--- config.mk ---
export PLATFORM = sky130hd
export DESIGN_NAME = dsp_ahb_interconnect_flat
export DESIGN_NICKNAME = d
export VERILOG_FILES = /design/src/rtl/dsp_ahb_interconnect_if.sv /design/src/rtl/dsp_ahb_interconnect.sv /design/src/flat_wrapper.sv
export SDC_FILE = /design/constraint.sdc
export NUM_CORES = 1
export LEC_CHECK = 0
export ABC_AREA = 1
export CAP_MARGIN = 20
export CORE_AREA = 4 4 150 152
export DETAILED_ROUTE_END_ITERATION = 8
export DIE_AREA = 0 0 154 156
export GPL_TIMING_DRIVEN = 0
export MAX_ROUTING_LAYER = met4
export PLACE_DENSITY = 0.68
export SYNTH_ARGS = -nofsm -noshare
export SYNTH_HDL_FRONTEND = slang
export SYNTH_SLANG_ARGS = --single-unit
--- constraint.sdc ---
create_clock -name hclk -period 3.18 [get_ports hclk]
set_input_delay 0.954 -clock hclk [delete_from_list [all_inputs] [get_ports hclk]]
set_output_delay 0.954 -clock hclk [all_outputs]
set_load 0.005 [all_outputs]
--- src/rtl/dsp_ahb_interconnect_if.sv ---
// AHB-Lite bundle between the sync bridge, the DSP interconnect and its slave ports.
// The slave modport is the interconnect's view; master is the bridge/slave environment.
interface dsp_ahb_interconnect_if #(
    parameter int unsigned NSLV = 8,
    parameter int unsigned AW   = 32,
    parameter int unsigned DW   = 32
);
    logic                 hsel_s;
    logic [AW-1:0]        haddr_s;
    logic [1:0]           htrans_s;
    logic                 hready_s;
    logic                 hreadyout_s;
    logic                 hresp_s;
    logic [DW-1:0]        hrdata_s;
    logic [NSLV-1:0]      hsel_m;
    logic [NSLV-1:0]      hreadyout_m;
    logic [NSLV-1:0]      hresp_m;
    logic [NSLV*DW-1:0]   hrdata_m;

    modport slave (
        input  hsel_s, haddr_s, htrans_s, hready_s, hreadyout_m, hresp_m, hrdata_m,
        output hreadyout_s, hresp_s, hrdata_s, hsel_m
    );

    modport master (
        output hsel_s, haddr_s, htrans_s, hready_s, hreadyout_m, hresp_m, hrdata_m,
        input  hreadyout_s, hresp_s, hrdata_s, hsel_m
    );
endinterface

--- src/rtl/dsp_ahb_interconnect.sv ---
// AHB-Lite decoder and slave mux with an error-responding default slave and a
// per-transfer wait-state watchdog that quarantines hung slaves until they recover.
module dsp_ahb_interconnect #(
    parameter int unsigned NSLV    = 8,
    parameter int unsigned AW      = 32,
    parameter int unsigned DW      = 32,
    parameter int unsigned DEC_MSB = 23,
    parameter int unsigned DEC_LSB = 16,
    parameter int unsigned BASE_ID = 1,
    parameter int unsigned TIMEOUT = 255
) (
    input  logic                 hclk,
    input  logic                 hresetn,
    dsp_ahb_interconnect_if.slave bus,
    output logic [NSLV-1:0]      hung,
    output logic                 tout_pulse,
    output logic [AW-1:0]        tout_addr
);
    localparam int unsigned FW = DEC_MSB - DEC_LSB + 1;
    localparam int unsigned TW = (NSLV > 1) ? $clog2(NSLV) : 1;
    localparam int unsigned CW = (TIMEOUT > 0) ? $clog2(TIMEOUT + 1) : 1;
    localparam logic [CW-1:0] TMAX = CW'(TIMEOUT);

    typedef enum logic [1:0] {StIdle, StSlv, StErr1, StErr2} state_e;

    state_e          state_q;
    logic [TW-1:0]   tgt_q;
    logic [AW-1:0]   addr_q;
    logic [CW-1:0]   cnt_q;
    logic [NSLV-1:0] hung_q;
    logic [AW-1:0]   tout_addr_q;

    logic [FW-1:0]   field;
    logic [NSLV-1:0] hsel;
    logic [TW-1:0]   sel_idx;
    logic            accept;
    logic            tgt_rdy;
    logic            expire;
    logic            adv;
    state_e          ap_state;
    logic            unused_htrans0;

    assign field          = bus.haddr_s[DEC_MSB:DEC_LSB];
    assign unused_htrans0 = bus.htrans_s[0];

    // Decode uses the registered hung flags, so a same-cycle clear still misses.
    always_comb begin
        hsel = '0;
        for (int unsigned i = 0; i < NSLV; i++) begin
            hsel[i] = bus.hsel_s && (32'(field) == BASE_ID + i) && !hung_q[i];
        end
    end

    always_comb begin
        sel_idx = '0;
        for (int unsigned i = 0; i < NSLV; i++) begin
            if (hsel[i]) sel_idx = TW'(i);
        end
    end

    assign bus.hsel_m = hsel;
    assign accept     = bus.hsel_s && bus.hready_s && bus.htrans_s[1];
    assign ap_state   = accept ? ((|hsel) ? StSlv : StErr1) : StIdle;
    assign tgt_rdy    = bus.hreadyout_m[tgt_q];
    assign expire     = (state_q == StSlv) && !tgt_rdy && (TIMEOUT != 0) && (cnt_q == TMAX);
    assign adv        = bus.hready_s && (state_q != StErr1) && ((state_q != StSlv) || tgt_rdy);

    always_ff @(posedge hclk or negedge hresetn) begin
        if (!hresetn) begin
            state_q     <= StIdle;
            tgt_q       <= '0;
            addr_q      <= '0;
            cnt_q       <= '0;
            hung_q      <= '0;
            tout_addr_q <= '0;
        end else begin
            hung_q <= hung_q & ~bus.hreadyout_m;
            if (state_q == StErr1) begin
                state_q <= StErr2;
            end else if (expire) begin
                // Expiry cycle itself presents ERR1, so the next cycle is ERR2.
                state_q        <= StErr2;
                hung_q[tgt_q]  <= 1'b1;
                tout_addr_q    <= addr_q;
            end else if (adv) begin
                state_q <= ap_state;
                if (accept) begin
                    tgt_q  <= sel_idx;
                    addr_q <= bus.haddr_s;
                    cnt_q  <= '0;
                end
            end else if ((state_q == StSlv) && !tgt_rdy && (cnt_q < TMAX)) begin
                cnt_q <= cnt_q + CW'(1);
            end
        end
    end

    always_comb begin
        bus.hreadyout_s = 1'b1;
        bus.hresp_s     = 1'b0;
        bus.hrdata_s    = '0;
        tout_pulse      = 1'b0;
        case (state_q)
            StSlv: begin
                if (expire) begin
                    bus.hreadyout_s = 1'b0;
                    bus.hresp_s     = 1'b1;
                    tout_pulse      = 1'b1;
                end else begin
                    bus.hreadyout_s = tgt_rdy;
                    bus.hresp_s     = bus.hresp_m[tgt_q];
                    bus.hrdata_s    = bus.hrdata_m[tgt_q*DW +: DW];
                end
            end
            StErr1: begin
                bus.hreadyout_s = 1'b0;
                bus.hresp_s     = 1'b1;
            end
            StErr2: begin
                bus.hresp_s = 1'b1;
            end
            default: ;
        endcase
    end

    assign hung      = hung_q;
    assign tout_addr = tout_addr_q;
endmodule

--- src/flat_wrapper.sv ---
// flat-port wrapper written by rule: the top's interface ports become plain ports
module dsp_ahb_interconnect_flat 
#(
    parameter int unsigned NSLV    = 8,
    parameter int unsigned AW      = 32,
    parameter int unsigned DW      = 32,
    parameter int unsigned DEC_MSB = 23,
    parameter int unsigned DEC_LSB = 16,
    parameter int unsigned BASE_ID = 1,
    parameter int unsigned TIMEOUT = 255
)
  (hclk, hresetn, hung, tout_pulse, tout_addr, bus_hsel_s, bus_haddr_s, bus_htrans_s, bus_hready_s, bus_hreadyout_m, bus_hresp_m, bus_hrdata_m, bus_hreadyout_s, bus_hresp_s, bus_hrdata_s, bus_hsel_m);
  dsp_ahb_interconnect_if #(.NSLV(NSLV), .AW(AW), .DW(DW)) bus_i ();
  input  logic hclk;
  input  logic hresetn;
  output logic [NSLV-1:0] hung;
  output logic tout_pulse;
  output logic [AW-1:0] tout_addr;
  input wire logic [$bits(bus_i.hsel_s)-1:0] bus_hsel_s;
  input wire logic [$bits(bus_i.haddr_s)-1:0] bus_haddr_s;
  input wire logic [$bits(bus_i.htrans_s)-1:0] bus_htrans_s;
  input wire logic [$bits(bus_i.hready_s)-1:0] bus_hready_s;
  input wire logic [$bits(bus_i.hreadyout_m)-1:0] bus_hreadyout_m;
  input wire logic [$bits(bus_i.hresp_m)-1:0] bus_hresp_m;
  input wire logic [$bits(bus_i.hrdata_m)-1:0] bus_hrdata_m;
  output wire logic [$bits(bus_i.hreadyout_s)-1:0] bus_hreadyout_s;
  output wire logic [$bits(bus_i.hresp_s)-1:0] bus_hresp_s;
  output wire logic [$bits(bus_i.hrdata_s)-1:0] bus_hrdata_s;
  output wire logic [$bits(bus_i.hsel_m)-1:0] bus_hsel_m;
  assign bus_i.hsel_s = bus_hsel_s;
  assign bus_i.haddr_s = bus_haddr_s;
  assign bus_i.htrans_s = bus_htrans_s;
  assign bus_i.hready_s = bus_hready_s;
  assign bus_i.hreadyout_m = bus_hreadyout_m;
  assign bus_i.hresp_m = bus_hresp_m;
  assign bus_i.hrdata_m = bus_hrdata_m;
  assign bus_hreadyout_s = bus_i.hreadyout_s;
  assign bus_hresp_s = bus_i.hresp_s;
  assign bus_hrdata_s = bus_i.hrdata_s;
  assign bus_hsel_m = bus_i.hsel_m;
  dsp_ahb_interconnect #(.NSLV(NSLV), .AW(AW), .DW(DW), .DEC_MSB(DEC_MSB), .DEC_LSB(DEC_LSB), .BASE_ID(BASE_ID), .TIMEOUT(TIMEOUT)) u_core (.hclk(hclk), .hresetn(hresetn), .bus(bus_i), .hung(hung), .tout_pulse(tout_pulse), .tout_addr(tout_addr));
endmodule
# [After elaboration in Yosys (flattened, before gate mapping)]
# Index checks and enable logic that the tools add are counted.
# W data, S select, Z words.
[word_totals] register_bits=85 latchBits=0 ramBits=0 mem_bits_ro=0 inputBits=310 output_inout_bits=83 elab_cells=103 mem_count=0
[classes] addsub=1 multipliers=0 div_mod_pow=0 n_lt_le_gt_ge=3 eq_ne=15 shift=1 mux=31 n_bitwise=5 n_reduce_logical=41
[ops] op="$shiftx A256 B9 Y32" count=1
[ops] op="$mux W32" count=2
[ops] op="$mux W8" count=5
[ops] op="$eq A8 B3 Y1 const B" count=4
[ops] op="$logic_and A1 B1 Y1" count=24
[ops] op="$eq A8 B2 Y1 const B" count=2
[ops] op="$mux W2" count=7
[ops] op="$mux W3" count=4
[ops] op="$logic_not A1 Y1" count=9
[ops] op="$add A8 B1 Y8 const B" count=1
[ops] op="$and A8 B8 Y8" count=1
[ops] op="$eq A8 B1 Y1 const B" count=1
[ops] op="$eq A8 B4 Y1 const B" count=1
[ops] op="$eq A8 B8 Y1 const B" count=1
[ops] op="$lt A8 B8 Y1 const B" count=1
[ops] op="$mux W1" count=8
[ops] op="$not A8 Y8" count=1
[ops] op="$or A8 B8 Y8" count=1
[ops] op="$reduce_and A4 Y1" count=2
[ops] op="$reduce_or A8 Y1" count=1
[ops] op="$bmux W1 S3" count=2
[ops] op="$eq A2 B2 Y1 const B" count=2
[ops] op="$lt A3 B4 Y1 const B" count=1
[ops] op="$ne A2 B1 Y1 const B" count=2
[ops] op="other kinds (11)" count=13

# [Longest topological paths before layout]
# Gate-level depths: netlist of the first run.
[logic_depth] ltp_word=10 depth_mapped=12 depth_no_buf=11

# [Least setup slack after synthesis of the first run]
# No wires, ideal clock.
[synth_timing] kind="input -> output" start="in bus_hreadyout_m[4]" end="out bus_hrdata_s[24]" arrival_ps=1845 path_slack_ps=381 cell_stages=10 n_path_buf=2 cell_sequence="inv_1 nand2_1 nand3_1 nand2_2 nor2_4 nand3_2 buf_6 buf_2 nand4_1 inv_1"
[synth_between] elab_chain_len=7
[synth_rtl] element="from (decl)" line="flat_wrapper.sv:23" text="input wire logic [$bits(bus_i.hreadyout_m)-1:0] bus_hreadyout_m;"
[synth_rtl] element="$bmux W1 S3" line="dsp_ahb_interconnect.sv:64" text="assign tgt_rdy = bus.hreadyout_m[tgt_q];"
[synth_rtl] element="$mux W1 (not written as such)" line="dsp_ahb_interconnect.sv:64"
[synth_rtl] element="$logic_not A1 Y1" line="dsp_ahb_interconnect.sv:65" text="assign expire = (state_q == StSlv) && !tgt_rdy && (TIMEOUT != 0) && (cnt_q == TMAX);"
[synth_rtl] element="$logic_and A1 B1 Y1 (2 in a row)" line="dsp_ahb_interconnect.sv:65"
[synth_rtl] element="$mux W32" line="dsp_ahb_interconnect.sv:105" text="if (expire) begin"
[synth_rtl] element="$mux W32" line="dsp_ahb_interconnect.sv:103" text="case (state_q)"
[synth_rtl] element="to (decl)" line="flat_wrapper.sv:28" text="output wire logic [$bits(bus_i.hrdata_s)-1:0] bus_hrdata_s;"
# Every way passes these cells. The select of a mux whose other input is x is not followed.

# [Worst setup path after layout of the first run]
[layout_timing] start="in bus_hreadyout_m[2]" end="out bus_hrdata_s[29]"
# The elaborated chain is that of the path after synthesis.

==> metrics.txt, run 1 <==
initial DRC count 469; Total GRT Usage 0.2731; top cells by area, synth dfrtp_1 (36%), nand2_1 (15%), nor2_1 (11%), o22ai_1 (6.7%), nor3_1 (5.5%); Yosys top cell by area dfrtp_1; via count 7,907; clk_skew 12.95 ps; crit path kind primary input to output pin; total gr overflow 0; Gate Count Post-Synth 890; PortBufs between 300 and 400; synth warn 0; Hold Path Class flip-flop to flip-flop; die height 156 um; Min Hold Slack 459.2 ps; Yosys cell types 31; clock transition at the registers of the reported paths around 60 ps; Num CTS Buffers 9; DR DRC count 0; CTS tree built; synthesized area per cell 6.598 um2; min-delay src u_core.addr_q[14]$_DFFE_PN0P_; #FFs+latches synth 85; Crit path arrival time approximately 2200 ps; total core area between 20,000 and 25,000 um2; setup repair after global routing missed its margin yes; Hold Crit Depth 2; Peak VDD IR 0.2807 mV; row cnt 53; R2R Path Start u_core.tgt_q[1]$_DFFE_PN0P_; DRT Pass-1 Iters 5; Reg-to-Reg End u_core.cnt_q[2]$_DFFE_PN0P_; die area 24,020 um2; Leakage Power 4.981 nW; R2R Setup Slk around 1200 ps; share of the synthesized area in the top cell type 0.3622; H-tree Lvls 3; max cap viols 0; CP max FO 5; Final Hold Fails 0; Final setup viols 0; fin crit period 3145 ps; most common cell after layout, fill and taps aside clkdlybuf4s50_1; status finished clean; clock tree root driver cell clkbuf_16; total routed wirelength 33,840 um; DRT antenna net count 0; worst slew pin tran 501.8 ps; GPL Wtd Cong 0.9764; IO Count 393; max-slew violation total from the final report 0; Data required, critical path 2230 ps; drt wl/cell 21.05 um; sequential area share after synthesis 0.3622; CTS Hold Buffers Added 0; worst rel slew slack 0.6655; vias per cell 4.917; CP Capture Type output pin; CTS Sinks 85; fill count 2,105; initial antenna violation count 4; synthesized area a little under 6000 um2; Nets 1,635; layout cell share with drive strength beyond 1 0.1415; Post-DP HPWL 27,300 um; largest net degree at the start of global routing 60; Worst Setup Start Kind primary input; Fmax around 0.32 GHz; DIE WIDTH 154 um; initial core utilization 0.2793; clk_lat worst skew 340 ps; total power 0.006210 W; reg2reg path depth 12; area delta synth->final 86.26%; syn_nets 1,201; vias in the first global route 7,901; first-pass GRT wire length between 40,000 and 50,000 um; PwrDens about 570 nW/um2; Worst Hold End u_core.tout_addr[14]$_DFFE_PN0P_; Bufs on Longest Clock Path 2; fin util 0.5203; most frequent cells in the layout clkdlybuf4s50_1 (329), nand2_1 (223), nor2_1 (157); Tcrit/Tclk final 0.9889
==> Yosys cell counts <==
cell and n:
inv_1 41, o21a_1 2, o221ai_1 2, o21ai_0 48
dfrtp_1 85, buf_6 8, o21ai_1 20, nand2_2 2
nand4_1 11, nand2_1 231, nor3_1 64, or2_2 7
nor2_4 5, o211a_1 3, buf_2 29, xor2_1 5
a21oi_1 11, nand3_2 1, nor2_8 1, nand3_1 48
buf_1 7, o2111ai_1 2, inv_4 2, inv_2 2
buf_4 4, o22ai_1 63, clkbuf_1 12, ha_1 1
nor2_1 170, nand2_4 2, xnor2_1 1
==> state kept, by name, indices dropped and copies added (netlist names) <==
signal / count
u_core.addr_q: 32
u_core.tout_addr: 32
u_core.cnt_q: 8
u_core.hung: 8
u_core.tgt_q: 3
u_core.state_q: 2
==> metal layers <==
metal,wire [um],vias to the layer above,GRT usage
met5,0,-,-
met4,650,0,0.05719
met3,2105,32,0.04300
met2,17290,333,0.4881
met1,13800,3707,0.3262
li1,-,3835,-
==> how the worst max path moves through the flow <==
stage               slack, ps  cells past startpoint                        start                             to
finish                     40                     10           bus_hreadyout_m[2]               bus_hrdata_s[29]
global route              -70                     10  u_core.tgt_q[2]$_DFFE_PN0P_                bus_hrdata_s[8]
CTS                         3                     10           bus_hreadyout_m[2]               bus_hrdata_s[29]
detailed placement       -870                     10           bus_hreadyout_m[7]               bus_hrdata_s[24]
global placement        -1960                      1                      hresetn  u_core.addr_q[29]$_DFFE_PN0P_
floorplan                 380                     10           bus_hreadyout_m[4]               bus_hrdata_s[24]
==> cell type report <==
type / count / area, um2 / share of cell area
inverter: 45 / 185.2 / 0.01693
timing repair buffer: 424 / 4123 / 0.3770
sequential: 85 / 2127 / 0.1945
tap: 275 / 344.1 / 0.03146
antenna: 4 / 10.01 / 0.0009152
buffer: 59 / 462.9 / 0.04233
clock inverter: 7 / 102.6 / 0.009381
clock buffer: 9 / 225.2 / 0.02059
multi-input combinational: 700 / 3357 / 0.3069
==> through the flow <==
stage,instances,TNS (ps),worst slack [ps],area [um2]
6_report,1608,0,35.35,10940
5_1_grt,1608,-272.7,-67.47,10940
4_1_cts,1599,0,2.602,10840
3_5_place_dp,1557,-28720,-870.7,10150
3_3_place_gp,1556,-195650,-1963,10130
2_1_floorplan,890,0,381.3,5872
==> kinds of logic (layout without fill, tap and decap cells) <==
group,count (synthesis),after routing,share of synthesized area
AOI/OAI and AO/OA,151,151,0.1481
xor gates and xnor gates,6,6,0.008949
adders and majority gates,1,1,0.002130
buffers and inverters,105,544,0.08694
DFF,85,85,0.3622
other,0,4,0
and+or+nand+nor,542,542,0.3916
==> timing repair <==
item                       4_1_cts  5_1_grt
gates cloned                     2        0
setup buffers                   24        6
resized for setup              231       42
setup endpoints to repair       43       24
pin swaps                       19       14
==> worst max-delay path, stage by stage <==
cell             delay (ps)
clkdlybuf4s15_1         180
nand4_1                  90
nand2_2                  70
nor2_4                  130
nand3_4                 130
inv_8                    80
buf_12                  130
buf_8                   120
nor2_1                   40
dlygate4sd2_1           250
==> power breakdown <==
part | internal [W] | total [W] | switching, W
sequential | 0.00133 | 0.00147 | 0.000141
clock | 0.000698 | 0.00116 | 0.000461
combinational | 0.00147 | 0.00358 | 0.00211
Power figures use the tool's default switching activity.
==> run 2: changes to the inputs <==
Settings changed: ABC_AREA 1 to not set, CORE_AREA 4 4 150 152 to 4 4 151 153, DIE_AREA 0 0 154 156 to 0 0 155 157, PLACE_DENSITY 0.68 to 0.64.
==> run 2 against run 1 <==
Net effect:
- total power rose by 0.12%
- global-route usage down 2.2 points
- die area rose by 1.3%
- sequential share of layout area rose by 0.30 points
- combinational power about the same
- routed wire length decreased by 7.1%
- the run now ends with setup timing left
- register-to-register slack got worse by 830 ps
- clock power fell by 5%
- non-clock buffer count down 9
- largest cell class unchanged
- cell count is 24% lower
==> metrics.txt, run 2 <==
status complete, but fails checks; failing checks setup timing; Yosys cell types 48 (+55%); #FFs+latches synth 85 (unchanged); Hold Path Class primary input to asynchronous set/reset pin; CP Cell Sequence buf_8 -> mux2i_2 -> a211oi_2 -> or3_4 -> o21ai_4 -> buf_6 -> clkbuf_16 -> buf_6 -> nor4_4 -> buf_4; WL met2 15,600 um (-9.7%); GPL Wtd Cong 0.9512 (-2.6%); clock tree root driver cell clkbuf_16; setup repair after global routing missed its margin yes; die height 157 um (+0.64%); total core area 21,550 um2 (+2.5%); synth warn 0 (unchanged); DRT Pass-1 Iters 5 (unchanged); CP peak stage delay 400 ps (+150 ps); PwrDens 576.2 nW/um2 (+1.5%); Worst Setup Start Kind primary input; clk_lat worst skew 340 ps (about the same); fill count 1,980 (-5.9%); PortBufs 390 (-0.26%); clk_skew 6.653 ps (-6.296 ps); worst slew pin tran 725.8 ps (+224.1 ps); drt wl/cell 25.62 um (+22%); die area 24,340 um2 (+1.3%); met3 wire len 2232 um (+6.0%); Num CTS Buffers 9 (unchanged); Fmax 0.2784 GHz (-12%); wire length on met1 12,950 um (-6.1%); largest net degree at the start of global routing 71 (+18%); ANT cells 0 (-4); Yosys top cell by area dfrtp_1; most used cell, CP buf_6; most common cell after layout, fill and taps aside clkdlybuf4s50_1; fin util 0.5006 (-0.01969); worst rel slew slack 0.5139 (-0.1516); crit path kind primary input to output pin; crit path max-delay cell type or3_4; IO Count 393 (unchanged); Final Hold Fails 0 (unchanged); vias per cell 5.291 (+7.6%); CP max FO 8 (+3); CTS Sinks 85 (unchanged); ys flop type dfrtp_1; synthesized area per cell 10.29 um2 (+56%); total gr overflow 0 (unchanged); Nets 1,255 (-23%); DIE WIDTH 155 um (+0.65%); initial core utilization 0.2416 (-0.03772); synthesized area 5207 um2 (-11%); vias in the first global route 6,714 (-15%); row cnt 54 (+1.9%); CTS tree built; Post-DP HPWL 24,330 um (-11%); fin crit period 3592 ps (+447.1 ps); initial antenna violation count 0 (-4); DRT antenna net count 0 (unchanged); Final setup viols 35 (+35); Leakage Power 4.410 nW (-11%); worst setup margin -411.7 ps (-447.1 ps); CP Capture Type output pin; total routed wirelength 31,440 um (-7.1%); total power 0.006217 W (+0.12%); top cells by area, synth dfrtp_1 (41%), o22ai_1 (10%), mux2_4 (8.9%), mux2_2 (7.1%), o221ai_1 (4.9%); share of the synthesized area in the top cell type 0.4085 (+0.04622); first-pass GRT wire length 44,100 um (-8.5%); EDFF count, synth 0 (unchanged); final instance area 10,790 um2 (-1.3%); area delta synth->final 107.2%; placed instance area 9497 um2 (-6.5%); top post-synthesis cells by count dfrtp_1 (85), o22ai_1 (85), mux2_2 (33); max cap viols 0 (unchanged); most frequent cells in the layout clkdlybuf4s50_1 (331), o22ai_1 (85), dfrtp_1 (82); syn_nets 817 (-32%); max-slew violation total from the final report 0 (unchanged); Peak VDD IR 0.3046 mV (+8.5%); H-tree Lvls 3 (unchanged); layout cell share with drive strength beyond 1 0.2946 (+0.1532); Min Hold Slack 478.2 ps (+19.05 ps); Gate Count Post-Synth 506 (-43%); via count 6,492 (-18%); initial DRC count 315 (-33%); clock transition at the registers of the reported paths 60 ps (about the same); DR DRC count 0 (unchanged); highest metal layer with signal wires met4; Total GRT Usage 0.2508 (-0.02236); R2R Setup Slk 350 ps (-830 ps); Crit path arrival time 2640 ps (+450 ps); pre-CTS setup slack -1934 ps (-1064 ps); async set-reset flop share out of synthesis 1.000 (unchanged); Bufs on Longest Clock Path 2 (unchanged); sequential area share after synthesis 0.4085 (+0.04622); Data required, critical path 2230 ps (about the same); Tcrit/Tclk final 1.129 (+0.1406)
## run 2: final timing paths
path / from / end / depth (start not counted)
setup / recovery: bus_hreadyout_m[2] / bus_hrdata_s[7] / 10
hold / removal: hresetn / u_core.tout_addr[15]$_DFFE_PN0P_ / 1
max in group asynchronous: hresetn / u_core.tgt_q[1]$_DFFE_PN0P_ / 2
min in group hclk: u_core.tout_addr[31]$_DFFE_PN0P_ / u_core.tout_addr[31]$_DFFE_PN0P_ / 1
hold reg to reg: u_core.tout_addr[31]$_DFFE_PN0P_ / u_core.tout_addr[31]$_DFFE_PN0P_ / 1
setup reg to reg: u_core.tgt_q[2]$_DFFE_PN0P_ / u_core.tout_addr[20]$_DFFE_PN0P_ / 11
## run 2: layout make-up
type,instances,area [um2],area share
Timing Repair Buffer,432,4185,0.3879
Multi-Input combinational cell,353,3304,0.3063
Sequential cell,85,2131,0.1975
Buffer,42,429.2,0.03978
Tap cell,280,350.3,0.03247
Clock buffer,10,229.0,0.02122
Inverter,21,86.33,0.008002
Clock inverter,4,73.82,0.006842
## run 2: cell families (layout without fill, tap and decap cells)
kind of cell | Yosys count | after routing | synth area share
DFF | 85 | 85 | 0.4085
buffers and inverters | 68 | 509 | 0.05983
adders and majority gates | 1 | 1 | 0.002402
muxes | 72 | 72 | 0.1764
and+or+nand+nor | 103 | 103 | 0.1120
AOI/OAI and AO/OA | 177 | 177 | 0.2410
## run 2: per-stage QoR
step	instances	setup TNS [ps]
after floorplan	506	0
after global placement	1176	-246000
after detailed placement	1177	-73660
after CTS	1223	-11860
after global routing	1227	-12840
final	1227	-10640
## run 2: report_power, final
part           switching [W]  internal [W]  leakage, nW
clock               0.000417      0.000681        0.149
sequential          0.000176       0.00135         1.10
combinational        0.00164       0.00195         3.16
## run 2: repair_timing
item | CTS | global route
gates cloned | 1 | 0
gates resized for setup | 380 | 70
pin swaps | 29 | 22
hold buffers | 0 | 0
buffers inserted | 35 | 5
setup endpoints to repair | 43 | 42
## run 2: critical path, delay by kind of cell
family / cells / cell delay [ps]
buf+inv: 5 / 720
simple gates: 2 / 440
compound gates: 2 / 360
mux: 1 / 160
## run 2: metal layers
metal / up-vias / GRT usage
li1: 2918 / -
met1: 3186 / 0.3178
met2: 338 / 0.4220
met3: 50 / 0.04647
met4: 0 / 0.05004
met5: - / -
